[config.mk]
export PLATFORM = sky130hd
export DESIGN_NAME = pcm_frame_pairer
export DESIGN_NICKNAME = d
export VERILOG_FILES = /design/src/rtl/pcm_audio_pkg.sv /design/src/rtl/pcm_frame_fifo.sv /design/src/rtl/pcm_frame_pairer.sv
export SDC_FILE = /design/constraint.sdc
export NUM_CORES = 1
export LEC_CHECK = 0
export CORE_ASPECT_RATIO = 1.75
export CORE_MARGIN = 10
export CORE_UTILIZATION = 56
export CTS_CLUSTER_DIAMETER = 50
export DETAILED_ROUTE_END_ITERATION = 10
export PLACE_DENSITY = 0.79
export RECOVER_POWER = 25
export SLEW_MARGIN = 5
export SYNTH_ARGS = -nofsm -noshare
export SYNTH_HDL_FRONTEND = slang
export SYNTH_SLANG_ARGS = --single-unit
[constraint.sdc]
create_clock -name clk -period 2.85 [get_ports clk]
set_input_delay 0.7125 -clock clk [delete_from_list [all_inputs] [get_ports clk]]
set_output_delay 0.7125 -clock clk [all_outputs]
set_load 0.02 [all_outputs]
[src/rtl/pcm_audio_pkg.sv]
// -----------------------------------------------------------------------------
// pcm_audio_pkg
// Shared definitions for the PCM stereo-frame pairing logic:
//   SAMPLE_W        default PCM sample width
//   stereo_frame_t  packed {left, right} stereo frame
//   pair_state_e    L/R pairing FSM states
//   ERR_CNT_MAX     saturation value of the optional sync-error counter
// -----------------------------------------------------------------------------
package pcm_audio_pkg;

  localparam int SAMPLE_W = 24;

  typedef struct packed {
    logic [SAMPLE_W-1:0] left;
    logic [SAMPLE_W-1:0] right;
  } stereo_frame_t;

  typedef enum logic [0:0] {
    WAIT_L = 1'b0,
    WAIT_R = 1'b1
  } pair_state_e;

  localparam logic [7:0] ERR_CNT_MAX = 8'hFF;

endpackage

[src/rtl/pcm_frame_fifo.sv]
// -----------------------------------------------------------------------------
// pcm_frame_fifo
// First-word-fall-through frame FIFO. The head entry is presented
// combinationally from storage; a push while full is accepted only when a pop
// frees a slot in the same cycle, otherwise it is ignored.
// Parameters:
//   DEPTH    number of entries, power of 2 (2..16)
//   frame_t  stored entry type
// Ports:
//   clk, reset       clock, synchronous active-high reset
//   push, push_data  write request and entry
//   pop              read request (ignored while empty)
//   head             entry at the read pointer
//   full, empty      occupancy flags
//   level            entries stored, 0..DEPTH
// -----------------------------------------------------------------------------
module pcm_frame_fifo
  import pcm_audio_pkg::*;
#(
  parameter int  DEPTH   = 4,
  parameter type frame_t = stereo_frame_t
) (
  input  logic                     clk,
  input  logic                     reset,
  input  logic                     push,
  input  frame_t                   push_data,
  input  logic                     pop,
  output frame_t                   head,
  output logic                     full,
  output logic                     empty,
  output logic [$clog2(DEPTH):0]   level
);

  localparam int PTR_W = $clog2(DEPTH);
  localparam logic [PTR_W:0] FULL_LVL = (PTR_W + 1)'(DEPTH);

  frame_t             mem_q [DEPTH];
  frame_t             mem_d [DEPTH];
  logic [PTR_W-1:0]   wr_q, wr_d;
  logic [PTR_W-1:0]   rd_q, rd_d;
  logic [PTR_W:0]     lvl_q, lvl_d;
  logic               push_ok;
  logic               pop_ok;

  assign empty   = (lvl_q == '0);
  assign full    = (lvl_q == FULL_LVL);
  assign pop_ok  = pop & ~empty;
  // A full FIFO can still take a push when the same cycle pops the head.
  assign push_ok = push & (~full | pop_ok);

  // NOTE: every variable written in always_comb gets a default first, so no
  // path leaves it unassigned and no latch is inferred.
  always_comb begin
    mem_d = mem_q;
    wr_d  = wr_q;
    rd_d  = rd_q;
    lvl_d = lvl_q;
    if (push_ok) begin
      mem_d[wr_q] = push_data;
      wr_d        = wr_q + 1'b1;   // power-of-2 depth: wraps naturally
    end
    if (pop_ok) begin
      rd_d = rd_q + 1'b1;
    end
    case ({push_ok, pop_ok})
      2'b10:   lvl_d = lvl_q + 1'b1;
      2'b01:   lvl_d = lvl_q - 1'b1;
      default: lvl_d = lvl_q;
    endcase
  end

  // NOTE: storage is reset along with the pointers so the head output reads
  // zero while empty after reset; at these depths the cost is negligible.
  always_ff @(posedge clk) begin
    if (reset) begin
      for (int i = 0; i < DEPTH; i++) begin
        mem_q[i] <= '0;
      end
      wr_q  <= '0;
      rd_q  <= '0;
      lvl_q <= '0;
    end else begin
      mem_q <= mem_d;
      wr_q  <= wr_d;
      rd_q  <= rd_d;
      lvl_q <= lvl_d;
    end
  end

  assign head  = mem_q[rd_q];
  assign level = lvl_q;

endmodule

[src/rtl/pcm_frame_pairer.sv]
// -----------------------------------------------------------------------------
// pcm_frame_pairer
// Pairs left/right PCM samples from an I2S deserialiser into stereo frames and
// buffers them in a first-word-fall-through FIFO.
// Strobes are edge-detected: only a 0->1 transition of l_data_en/r_data_en is
// an event, and the sample is captured in that cycle. A left event followed by
// a right event forms one frame; out-of-order or simultaneous events raise a
// one-cycle sync_err (registered, one cycle after the offending event).
// Parameters:
//   FIFO_DEPTH  frame FIFO depth, power of 2 (2..16)
//   SAMPLE_W    PCM sample width
// Ports:
//   clk, reset                 clock, synchronous active-high reset
//   l_data_en, l_data          left strobe and sample
//   r_data_en, r_data          right strobe and sample
//   frame_ready                downstream accepts the head frame
//   clear_overflow             clears the sticky overflow flag
//   frame_valid                head frame valid (FIFO not empty)
//   frame_l, frame_r           head frame samples
//   fifo_level                 frames stored
//   overflow                   sticky: a completed frame was dropped
//   sync_err                   one-cycle L/R ordering violation pulse
//   sync_err_cnt               saturating count of sync_err pulses, present
//                              only when PCM_FRAME_PAIRER_ERR_CNT_EN is defined
// -----------------------------------------------------------------------------
module pcm_frame_pairer
  import pcm_audio_pkg::*;
#(
  parameter int FIFO_DEPTH = 4,
  parameter int SAMPLE_W   = 24
) (
  input  logic                          clk,
  input  logic                          reset,
  input  logic                          l_data_en,
  input  logic                          r_data_en,
  input  logic [SAMPLE_W-1:0]           l_data,
  input  logic [SAMPLE_W-1:0]           r_data,
  input  logic                          frame_ready,
  input  logic                          clear_overflow,
  output logic                          frame_valid,
  output logic [SAMPLE_W-1:0]           frame_l,
  output logic [SAMPLE_W-1:0]           frame_r,
  output logic [$clog2(FIFO_DEPTH):0]   fifo_level,
  output logic                          overflow,
  output logic                          sync_err
`ifdef PCM_FRAME_PAIRER_ERR_CNT_EN
  ,
  output logic [7:0]                    sync_err_cnt
`endif
);

  // Same layout as stereo_frame_t, but sized by this instance's SAMPLE_W.
  typedef struct packed {
    logic [SAMPLE_W-1:0] left;
    logic [SAMPLE_W-1:0] right;
  } frame_t;

  pair_state_e          state_q, state_d;
  logic [SAMPLE_W-1:0]  hold_q, hold_d;
  logic                 l_en_q, l_en_d;
  logic                 r_en_q, r_en_d;
  logic                 rst_mask_q, rst_mask_d;
  logic                 sync_err_q, sync_err_d;
  logic                 overflow_q, overflow_d;

  logic                 l_evt, r_evt;
  logic                 push, pop;
  frame_t               push_frame;
  frame_t               head_frame;
  logic                 fifo_full, fifo_empty;

  // The strobe history is cleared by reset, so a strobe already high at
  // release would look like a rising edge. rst_mask_q suppresses events for
  // the first cycle after reset while the history catches up.
  assign l_evt = l_data_en & ~l_en_q & ~rst_mask_q;
  assign r_evt = r_data_en & ~r_en_q & ~rst_mask_q;

  assign l_en_d     = l_data_en;
  assign r_en_d     = r_data_en;
  assign rst_mask_d = 1'b0;

  always_comb begin
    state_d    = state_q;
    hold_d     = hold_q;
    sync_err_d = 1'b0;
    push       = 1'b0;
    push_frame = '{left: hold_q, right: r_data};
    if (l_evt && r_evt) begin
      // Cannot tell which sample belongs to which frame: drop both.
      sync_err_d = 1'b1;
      state_d    = WAIT_L;
    end else begin
      case (state_q)
        WAIT_L: begin
          if (l_evt) begin
            hold_d  = l_data;
            state_d = WAIT_R;
          end else if (r_evt) begin
            sync_err_d = 1'b1;
          end
        end
        WAIT_R: begin
          if (r_evt) begin
            push    = 1'b1;
            state_d = WAIT_L;
          end else if (l_evt) begin
            // Newest left wins; the stale one has no partner.
            hold_d     = l_data;
            sync_err_d = 1'b1;
          end
        end
        default: state_d = WAIT_L;
      endcase
    end
  end

  assign pop = ~fifo_empty & frame_ready;

  // Set has priority over clear so a drop is never lost.
  assign overflow_d = (overflow_q & ~clear_overflow) | (push & fifo_full & ~pop);

  // NOTE: sequential state uses non-blocking assignments so every flop
  // samples pre-edge values regardless of block ordering.
  always_ff @(posedge clk) begin
    if (reset) begin
      state_q    <= WAIT_L;
      hold_q     <= '0;
      l_en_q     <= 1'b0;
      r_en_q     <= 1'b0;
      rst_mask_q <= 1'b1;
      sync_err_q <= 1'b0;
      overflow_q <= 1'b0;
    end else begin
      state_q    <= state_d;
      hold_q     <= hold_d;
      l_en_q     <= l_en_d;
      r_en_q     <= r_en_d;
      rst_mask_q <= rst_mask_d;
      sync_err_q <= sync_err_d;
      overflow_q <= overflow_d;
    end
  end

  pcm_frame_fifo #(
    .DEPTH   (FIFO_DEPTH),
    .frame_t (frame_t)
  ) u_fifo (
    .clk       (clk),
    .reset     (reset),
    .push      (push),
    .push_data (push_frame),
    .pop       (pop),
    .head      (head_frame),
    .full      (fifo_full),
    .empty     (fifo_empty),
    .level     (fifo_level)
  );

  assign frame_valid = ~fifo_empty;
  assign frame_l     = head_frame.left;
  assign frame_r     = head_frame.right;
  assign overflow    = overflow_q;
  assign sync_err    = sync_err_q;

`ifdef PCM_FRAME_PAIRER_ERR_CNT_EN
  logic [7:0] err_cnt_q, err_cnt_d;

  // Counts alongside the registered pulse so both update on the same edge.
  always_comb begin
    err_cnt_d = err_cnt_q;
    if (sync_err_d && (err_cnt_q != ERR_CNT_MAX)) begin
      err_cnt_d = err_cnt_q + 8'd1;
    end
  end

  always_ff @(posedge clk) begin
    if (reset) begin
      err_cnt_q <= '0;
    end else begin
      err_cnt_q <= err_cnt_d;
    end
  end

  assign sync_err_cnt = err_cnt_q;
`endif

endmodule

==> out/qor.yml <==
ys.warnings.count: 0
h-tree-depth: 1
grt_pass1_wl_mm: 35.0
wl_per_cell_um: 16.8
syn-cell-area_sq_um: 10100
drc_errors: 0
cts-root-buf: "clkbuf_16"
place_congestion: 0.730
crit_buf_inv: 2
grt_pass1_vias: 6933
synth_top_family_by_area: "multiplexers"
syn_inst: 902
netlist_top_cells_area: "dfxtp_1 45%, mux2i_1 19%, nand2b_1 15%, mux4_2 11%, nand2_1 1.9%"
cp_slowest_cell: "mux4_2"
slew_headroom: 0.113
die_area_sq_um: 24100
cp-end-kind: "primary output"
path_depth: 3
io_buffers: 107
die-width_um: 122
synth_fa_ha_area_frac: 0.00815
synthMuxAreaShare: 0.298
drt_iter0_drc: 283
nFillCells: 1442
busiest_layer: "met2"
synthXorXnorAreaFrac: 0.00432
status: "finished, final reports clean"
rsz0062_at_grt: "false"
cap_viol_max_count: 0
final_common_cell: "nand2b_1"
io_pins: 108
holdPathStages: 2
drt_wl_total_mm: 20.8
vias: 6482
rows: 65
grt_use_met1: 0.214
final_cell_mix: "243 x nand2b_1, 227 x dfxtp_1, 194 x mux2i_1"
cts_tree: "done"
first_pass_iters: 6
setup.worst_path.start_class: "register"
setup_violations: 0
crit_type: "reg -> out"
numCtsBuffers: 21
finalCriticalPeriod_ps: 2750
antenna_found_initial: 0
yosys_register_bits: 229
cts_buffer_depth: 3
crit_family: "buffers and inverters"
worst_pin_slew_ps: 1330
nNetsFinal: 1052
dpl-instance-area_sq_um: 11500
multi_input_area_sq_um: 5190
post-route-period-util: 0.965
p_leak_nw: 5.26
dp_hpwl_mm: 13.5
postRouteAntennaNets: 0
cp_data_arrival_time_ps: 2040
finalMaxSlewViolations: 0
area_growth_pct: 19.2
core_area_sq_um: 17900
overflow: 0
critPathRequiredTime_ps: 2140
die_h_um: 198
stdcell_area_sq_um: 12100
ys_seq_area_frac: 0.453
finalSetupTns_ps: 0
synth-simple-area-share: 0.186
yosysTopAreaCellShare: 0.453
grtUsageMet3: 0.0299
ir_drop_mv: 0.510
cpPeakStageDelay_ps: 570
syn_avg_cell_area_sq_um: 11.2
start_util: 0.566
register_area_sq_um: 4590
fmax_mhz: 363
synth_compound_area_frac: 0.0147
p_per_area_nw_per_um2: 530
cts.clk_slew.worst_paths_ps: 60
hold_class: "reg -> reg"
drive_above_1_share: 0.111
syn_nets: 962
grt_max_degree: 81
path_cells: "buf_16 -> mux4_2 -> dlygate4sd2_1"
reg2reg_depth: 9
clock_skew_ps: 5.60
synth_largest_area_cell: "dfxtp_1"
p_total_w: 0.00640
clkLatencyLatePin_ps: 480
cts_sinks: 229
n_antenna_cell: 0
hold_viol_final: 0
critPathMaxFanout: 30
grtUsageTotal: 0.174
vias_per_cell: 5.24
yosys.cell_types.count: 29
grt_use_met2: 0.311
## timing repair
action	4_1_cts	5_1_grt
hold buffers	0	0
setup endpoints to repair	48	0
resized for setup	49	0
setup buffers	0	0
## stage by stage
step            util  hold WS, ps  std cells  setup WS [ps]
6_report       0.675          455       1236           98.9
5_1_grt        0.675          478       1236           7.42
4_1_cts        0.679          456       1236           43.9
3_5_place_dp   0.643          447       1203           -146
3_3_place_gp   0.643          443       1203          -60.3
2_1_floorplan      -          423        902            295
## cell type report
type / count / area share
Tap cell: 234 / 0.0242
Timing Repair Buffer: 132 / 0.106
Sequential cell: 229 / 0.380
Multi-Input combinational cell: 602 / 0.430
Clock buffer: 29 / 0.0519
Inverter: 6 / 0.00186
Clock inverter: 4 / 0.00601
## report_power, final
part	internal, W	leakage [nW]	switching (W)
Sequential	0.00322	1.85	0.0000119
Clock	0.00171	0.342	0.00115
Combinational	0.000171	3.07	0.000137
## worst register-to-register path, delay by kind of cell (launching register included)
family / cells / cell delay (ps)
adders and majority gates: 2 / 530
buffers and inverters: 2 / 130
xor gates and xnor gates: 1 / 160
DFF: 1 / 370
AOI/OAI and AO/OA: 1 / 140
and+or+nand+nor: 3 / 880
## sequential cells by signal (all words and copies together) (netlist names), 2 cells and up
register and cells:
u_fifo.mem_q 192, u_fifo.wr_q 2, u_fifo.rd_q 2, u_fifo.level 3
hold_q 24
## routing by layer
metal,up-vias,share of wire
li1,3255,-
met1,3113,0.43
met2,93,0.52
met3,21,0.039
met4,0,0.012
met5,-,0
## cell families after synthesis
kind of cell,count (synthesis)
AND/OR/NAND/NOR,320
multiplexers,242
flip-flops,229
buffers and inverters,71
AO/OA/AOI/OAI,29
adder cells (fa/ha/maj),6
XOR/XNOR,5
## synth_stat cells (all sizes together)
cell,count
nand2b,243
dfxtp,229
mux2i,194
nand2,54
mux4,48
clkbuf,37
buf,28
a21oi,27
nor2,8
inv,6
ha,5
and2,4
nor3b,3
xor2,3
nor2b,2
or3,2
xnor2,2
and4b,1
fa,1
nand4,1
nor3,1
nor4b,1
o21ai,1
o31a,1
## final timing paths
path / startpoint / to / slack [ps]
worst min register to register: hold_q[6]$_SDFFE_PP0P_ / hold_q[6]$_SDFFE_PP0P_ / 460
worst min-delay path: hold_q[6]$_SDFFE_PP0P_ / hold_q[6]$_SDFFE_PP0P_ / 460
worst max-delay path: u_fifo.rd_q[0]$_SDFFE_PP0P_ / frame_l[10] / 100
worst max register to register: u_fifo.level[0]$_SDFFE_PP0P_ / u_fifo.level[2]$_SDFFE_PP0P_ / 550
(Power assumes the default switching activity.)
